===== src/rtl/muldiv_seq_pkg.sv =====
// Shared types for the iterative multiply/divide sequencer.
// Operation codes, sequencer states and the ALU opcode defines.
`ifndef ADD
`define ADD 6'b100000
`endif
`ifndef SUB
`define SUB 6'b100010
`endif

package muldiv_seq_pkg;

  typedef enum logic [1:0] {
    OP_MUL   = 2'b00,
    OP_MULHU = 2'b01,
    OP_DIVU  = 2'b10,
    OP_REMU  = 2'b11
  } op_e;

  typedef enum logic [1:0] {
    IDLE = 2'b00,
    RUN  = 2'b01,
    DONE = 2'b10
  } state_e;

  function automatic logic is_div(input logic [1:0] op);
    return op[1];
  endfunction

  function automatic logic sel_hi(input logic [1:0] op);
    return op[0];
  endfunction

endpackage


===== src/rtl/muldiv_seq.sv =====
// Iterative unsigned MUL/MULHU/DIVU/REMU sequencer.
// Borrows the shared execute-stage ALU for every add/subtract step.
module muldiv_seq
  import muldiv_seq_pkg::*;
#(
  parameter int XLEN  = 32,
  parameter int CNT_W = 5
) (
  input  logic            clock,
  input  logic            reset_n,
  input  logic            start,
  input  logic            kill,
  input  logic [1:0]      op,
  input  logic [XLEN-1:0] src_a,
  input  logic [XLEN-1:0] src_b,
  output logic            busy,
  output logic            done,
  output logic [XLEN-1:0] result,
  output logic [5:0]      alu_control,
  output logic [XLEN-1:0] alu_op_a,
  output logic [XLEN-1:0] alu_op_b,
  input  logic [XLEN-1:0] alu_result
);

  state_e          state_q;
  op_e             op_q;
  logic [CNT_W-1:0] cnt_q;
  logic [XLEN-1:0] acc_q;
  logic [XLEN-1:0] acc_d;
  logic [XLEN-1:0] sh_q;
  logic [XLEN-1:0] sh_d;
  logic [XLEN-1:0] opb_q;
  logic [XLEN-1:0] res_q;
  logic            busy_q;
  logic            done_q;

  logic [XLEN-1:0] shifted;
  logic            top;
  logic            sub_ok;
  logic            carry;
  logic            run_mul;
  logic            run_div;
  logic [XLEN-1:0] res_sel;
  logic            last_iter;
  logic            div_zero;

  assign busy   = busy_q;
  assign done   = done_q;
  assign result = res_q;

  // acc holds hi (mul) or rem (div); sh holds lo or quo
  assign shifted = {acc_q[XLEN-2:0], sh_q[XLEN-1]};
  assign top     = acc_q[XLEN-1];
  assign sub_ok  = top | (shifted >= opb_q);
  assign carry   = alu_result < acc_q;

  assign run_mul = (state_q == RUN) & ~is_div(op_q);
  assign run_div = (state_q == RUN) & is_div(op_q);

  assign last_iter = cnt_q == CNT_W'(XLEN - 1);
  assign div_zero  = is_div(op) & (src_b == '0);

  always_comb begin
    alu_control = `ADD;
    alu_op_a    = '0;
    alu_op_b    = '0;
    unique case (1'b1)
      run_mul: begin
        alu_control = `ADD;
        alu_op_a    = acc_q;
        alu_op_b    = opb_q;
      end
      run_div: begin
        alu_control = `SUB;
        alu_op_a    = shifted;
        alu_op_b    = opb_q;
      end
      default: ;
    endcase
  end

  always_comb begin
    acc_d = acc_q;
    sh_d  = sh_q;
    if (is_div(op_q)) begin
      if (sub_ok) begin
        acc_d = alu_result;
        sh_d  = {sh_q[XLEN-2:0], 1'b1};
      end else begin
        acc_d = shifted;
        sh_d  = {sh_q[XLEN-2:0], 1'b0};
      end
    end else begin
      if (sh_q[0]) begin
        acc_d = {carry, alu_result[XLEN-1:1]};
        sh_d  = {alu_result[0], sh_q[XLEN-1:1]};
      end else begin
        acc_d = {1'b0, acc_q[XLEN-1:1]};
        sh_d  = {acc_q[0], sh_q[XLEN-1:1]};
      end
    end
  end

  assign res_sel = sel_hi(op_q) ? acc_d : sh_d;

  always_ff @(posedge clock or negedge reset_n) begin
    if (!reset_n) begin
      state_q <= IDLE;
      op_q    <= OP_MUL;
      cnt_q   <= '0;
      acc_q   <= '0;
      sh_q    <= '0;
      opb_q   <= '0;
      res_q   <= '0;
      busy_q  <= 1'b0;
      done_q  <= 1'b0;
    end else begin
      done_q <= 1'b0;
      unique case (state_q)
        IDLE: begin
          if (start && !kill) begin
            op_q   <= op_e'(op);
            cnt_q  <= '0;
            acc_q  <= '0;
            sh_q   <= is_div(op) ? src_a : src_b;
            opb_q  <= is_div(op) ? src_b : src_a;
            busy_q <= 1'b1;
            if (div_zero) begin
              state_q <= DONE;
              done_q  <= 1'b1;
              res_q   <= sel_hi(op) ? src_a : '1;
            end else begin
              state_q <= RUN;
            end
          end
        end
        RUN: begin
          if (kill) begin
            state_q <= IDLE;
            busy_q  <= 1'b0;
          end else begin
            acc_q <= acc_d;
            sh_q  <= sh_d;
            cnt_q <= cnt_q + 1'b1;
            if (last_iter) begin
              state_q <= DONE;
              done_q  <= 1'b1;
              res_q   <= res_sel;
            end
          end
        end
        DONE: begin
          state_q <= IDLE;
          busy_q  <= 1'b0;
        end
        default: begin
          state_q <= IDLE;
          busy_q  <= 1'b0;
        end
      endcase
    end
  end

endmodule


===== config.mk =====
export PLATFORM = sky130hd
export DESIGN_NAME = muldiv_seq
export DESIGN_NICKNAME = d
export VERILOG_FILES = /design/src/rtl/muldiv_seq_pkg.sv /design/src/rtl/muldiv_seq.sv
export SDC_FILE = /design/constraint.sdc
export NUM_CORES = 1
export LEC_CHECK = 0
export CAP_MARGIN = 15
export CORE_MARGIN = 2
export CORE_UTILIZATION = 25
export CTS_CLUSTER_DIAMETER = 150
export DETAILED_ROUTE_END_ITERATION = 10
export PLACE_DENSITY_LB_ADDON = 0.08
export SETUP_SLACK_MARGIN = 0.1
export SYNTH_ARGS = -nofsm -noshare
export SYNTH_HDL_FRONTEND = slang
export SYNTH_SLANG_ARGS = --single-unit

===== constraint.sdc =====
create_clock -name clock -period 4.52 [get_ports clock]
set_input_delay 0.904 -clock clock [delete_from_list [all_inputs] [get_ports clock]]
set_output_delay 0.904 -clock clock [all_outputs]
set_load 0.05 [all_outputs]

==> results.md <==
- Arrival time at the worst endpoint: 2930 ps
- Endpoints failing setup: 0
- CTS Buf Count: 17
- Root Driver: clkbuf_16
- Post-Synthesis Cells: 1179
- Design Area, Final: 13230 um2
- RD Place Congestion: 0.8019
- Met1 Use GR: 27.16%
- Chip height: 205.4 um
- CP startpoint kind: flip-flop
- Synth Flop Type: dfrtp_1
- Overflow after GRT: 0
- Iter 0 DRT Violations: 611
- Initial Utilization: 25.41%
- Ys Warns: 0
- WS Path Type: reg2out
- CP Capture Type: output port
- Clock Skews: 12.21 ps
- Worst VDD drop: 0.2647 mV
- Core footprint: 39910 um2
- Reg clk slew, reported paths: 60 ps
- Vias: 9655
- Crit path max-delay family: buffers and inverters
- Final wirelength: 42.64 mm
- Hold Crit Class: reg2reg
- Slew HR: 45.28%
- Die area: 42200 um2
- Slew at the pin closest to its max-slew limit: 820.9 ps
- Final Power: 5.090 mW
- Minimum clock period: 3831 ps
- Final HPWL DP: 31.16 mm
- Clk sinks: 139
- Pre-CTS WS: 832.8 ps
- EDFF count, synth: 0
- Final TNS setup: 0 ps
- Yosys reg bits: 139
- Commonest non-fill, non-tap cell in the layout: clkdlybuf4s50_1
- RSZ-0062 raised after global routing: false
- Pwr/cell area: 384.7 nW/um2
- Vias in the first global route: 10.10k
- Clk Latency, worst-skew pair: 440 ps
- Final worst slack: 689.0 ps
- Crit-path cells: nand2b_2 > buf_4 > nor2_1 > clkdlybuf4s50_1
- Sequential area share after synthesis: 34.30%
- Final ANT Viol Nets: 0
- CTS tree: yes
- Leak pwr: 5.620 nW
- Synth area leader: dfrtp_1
- Largest net degree at the start of global routing: 88
- Met2 Use GR: 34.87%
- CTS Hold Buffers Added: 0
- Layer with the highest usage: met2
- Async set-reset flop share out of synthesis: 100.0%
- Final Cycle Share: 84.76%
- Rows: 73
- Share of the synthesized area in the top cell type: 34.30%
- CP max stage delay: 830 ps
- Slew Viols, Final: 0
- Crit-path max FO: 32
- Area delta synth->final: 30.47%
- Critical path's slowest cell: clkdlybuf4s50_1
- Post-CTS setup buffer count: 0
- H-tree depth: 4
- GR Util All Layers: 20.36%
- Status: finished, final reports clean
- F_max: 261.0 MHz
- # Max-Cap Violations: 0
- WP buf/inv: 2
- CTS Buffer Depth: 2
- Post-CTS sizing: 0
- Antenna Cells: 0
- DIE WIDTH: 205.4 um
- Placed Area: 12700 um2
- Met3 Use GR: 3.611%
- Final hold violations: 0
- First-pass GRT wire length: 64.09 mm
- I/O Buffers: 200
- Post-Syn Area: 10140 um2
- Routed vias/inst: 5.147
- Share of cells above drive strength 1: 7.180%
- Most frequent cells in the layout: clkdlybuf4s50_1 (198), nor2_1 (156), dfrtp_1 (137)
- Wirelength per Cell: 22.73 um
- Worst Path Required: 3620 ps
- DRC Markers: 0
- I/O Pins: 206
- Synth unique cells: 55
- NumNets Final: 1506
- Post-Syn Area per Cell: 8.602 um2
- DR pass1 iterations: 5
- Area contributors post-synth: dfrtp_1 (34%), mux2i_1 (13%), ha_1 (8.0%), nor2_1 (5.8%), a21oi_1 (4.5%)
- Antenna violations before repair: 2
==> cells by family (layout without fill, tap and decap cells) <==
logic type / count (synthesis) / in the layout / synth area share [%]
adder cells (fa/ha/maj): 65 / 65 / 8.019
AO/OA/AOI/OAI: 319 / 319 / 21.70
AND/OR/NAND/NOR: 345 / 345 / 14.80
other: 2 / 5 / 0.07405
flip-flops: 139 / 139 / 34.30
buffers and inverters: 164 / 333 / 6.612
XOR/XNOR: 1 / 1 / 0.08637
multiplexers: 144 / 144 / 14.41
==> layer usage <==
metal  up-vias  part of all wire, %
met2       257                   49
met3        29                  4.5
met4         4                  1.0
li1       4613                    -
met5         -                0.061
met1      4752                   46
==> worst reg2reg max path, delay by kind of cell (launching register included) <==
family,cells,cell delay (ps)
AO/OA/AOI/OAI,3,790
adder cells (fa/ha/maj),1,340
AND/OR/NAND/NOR,4,1250
buffers and inverters,1,420
flip-flops,1,480
==> per-stage QoR <==
stage	instances	hold WS (ps)	utilization (%)
finish	1876	491.7	33.15
global route	1876	527.1	33.15
CTS	1876	500.2	33.15
detailed placement	1845	486.5	31.83
global placement	1845	476.1	31.83
floorplan	1182	456.3	-
==> registers in the layout, indices dropped and copies added (netlist names) <==
name	cells
acc_q	32
opb_q	32
result	32
sh_q	32
cnt_q	5
op_q	2
state_q	2
busy	1
done	1
==> final cells by class <==
cell class | instances | area, um2
Clock buffer | 30 | 524.3
Clock inverter | 1 | 5.005
Fill cell | 4229 | 26680
Inverter | 69 | 259.0
Multi-Input combinational cell | 879 | 6043
Sequential cell | 139 | 3483
Tap cell | 525 | 656.9
Timing Repair Buffer | 233 | 2261
==> worst paths after layout <==
check                           slack [ps]              startpoint  cells after the start               endpoint
worst max-delay path                   690  state_q[1]$_DFFE_PN0P_                      4            alu_op_a[5]
worst min-delay path                   490    cnt_q[4]$_DFFE_PN0P_                      2   cnt_q[4]$_DFFE_PN0P_
worst max register to register        1180   acc_q[30]$_DFFE_PN0P_                      9  result[0]$_DFFE_PN0P_
worst min register to register         490    cnt_q[4]$_DFFE_PN0P_                      2   cnt_q[4]$_DFFE_PN0P_
max in group asynchronous             3060                 reset_n                      2    sh_q[0]$_DFFE_PN0P_
min in group asynchronous              520                 reset_n                      1         done$_DFF_PN0_
==> power by group <==
part / total, mW / leakage, nW / switching (mW) / internal [mW]
logic: 2.05 / 3.59 / 1.27 / 0.786
registers: 1.69 / 1.77 / 0.254 / 1.44
clock network: 1.34 / 0.259 / 0.572 / 0.773
total: 5.09 / 5.62 / 2.09 / 3.00
==> synthesized netlist by cell type (all sizes together) (4+ instances only) <==
cell type,count
a21o,15
dfrtp,139
mux2,16
nor3,32
nor2b,16
o221ai,46
o21ai,51
clkbuf,63
nand4,9
ha,65
mux2i,128
nand2,95
nor4,13
buf,32
nand2b,4
a221oi,31
a211oi,30
nor2,157
nand3,8
a2111oi,5
inv,69
a21oi,104
a22oi,14
Note: power is estimated with default switching activity, not from simulation.
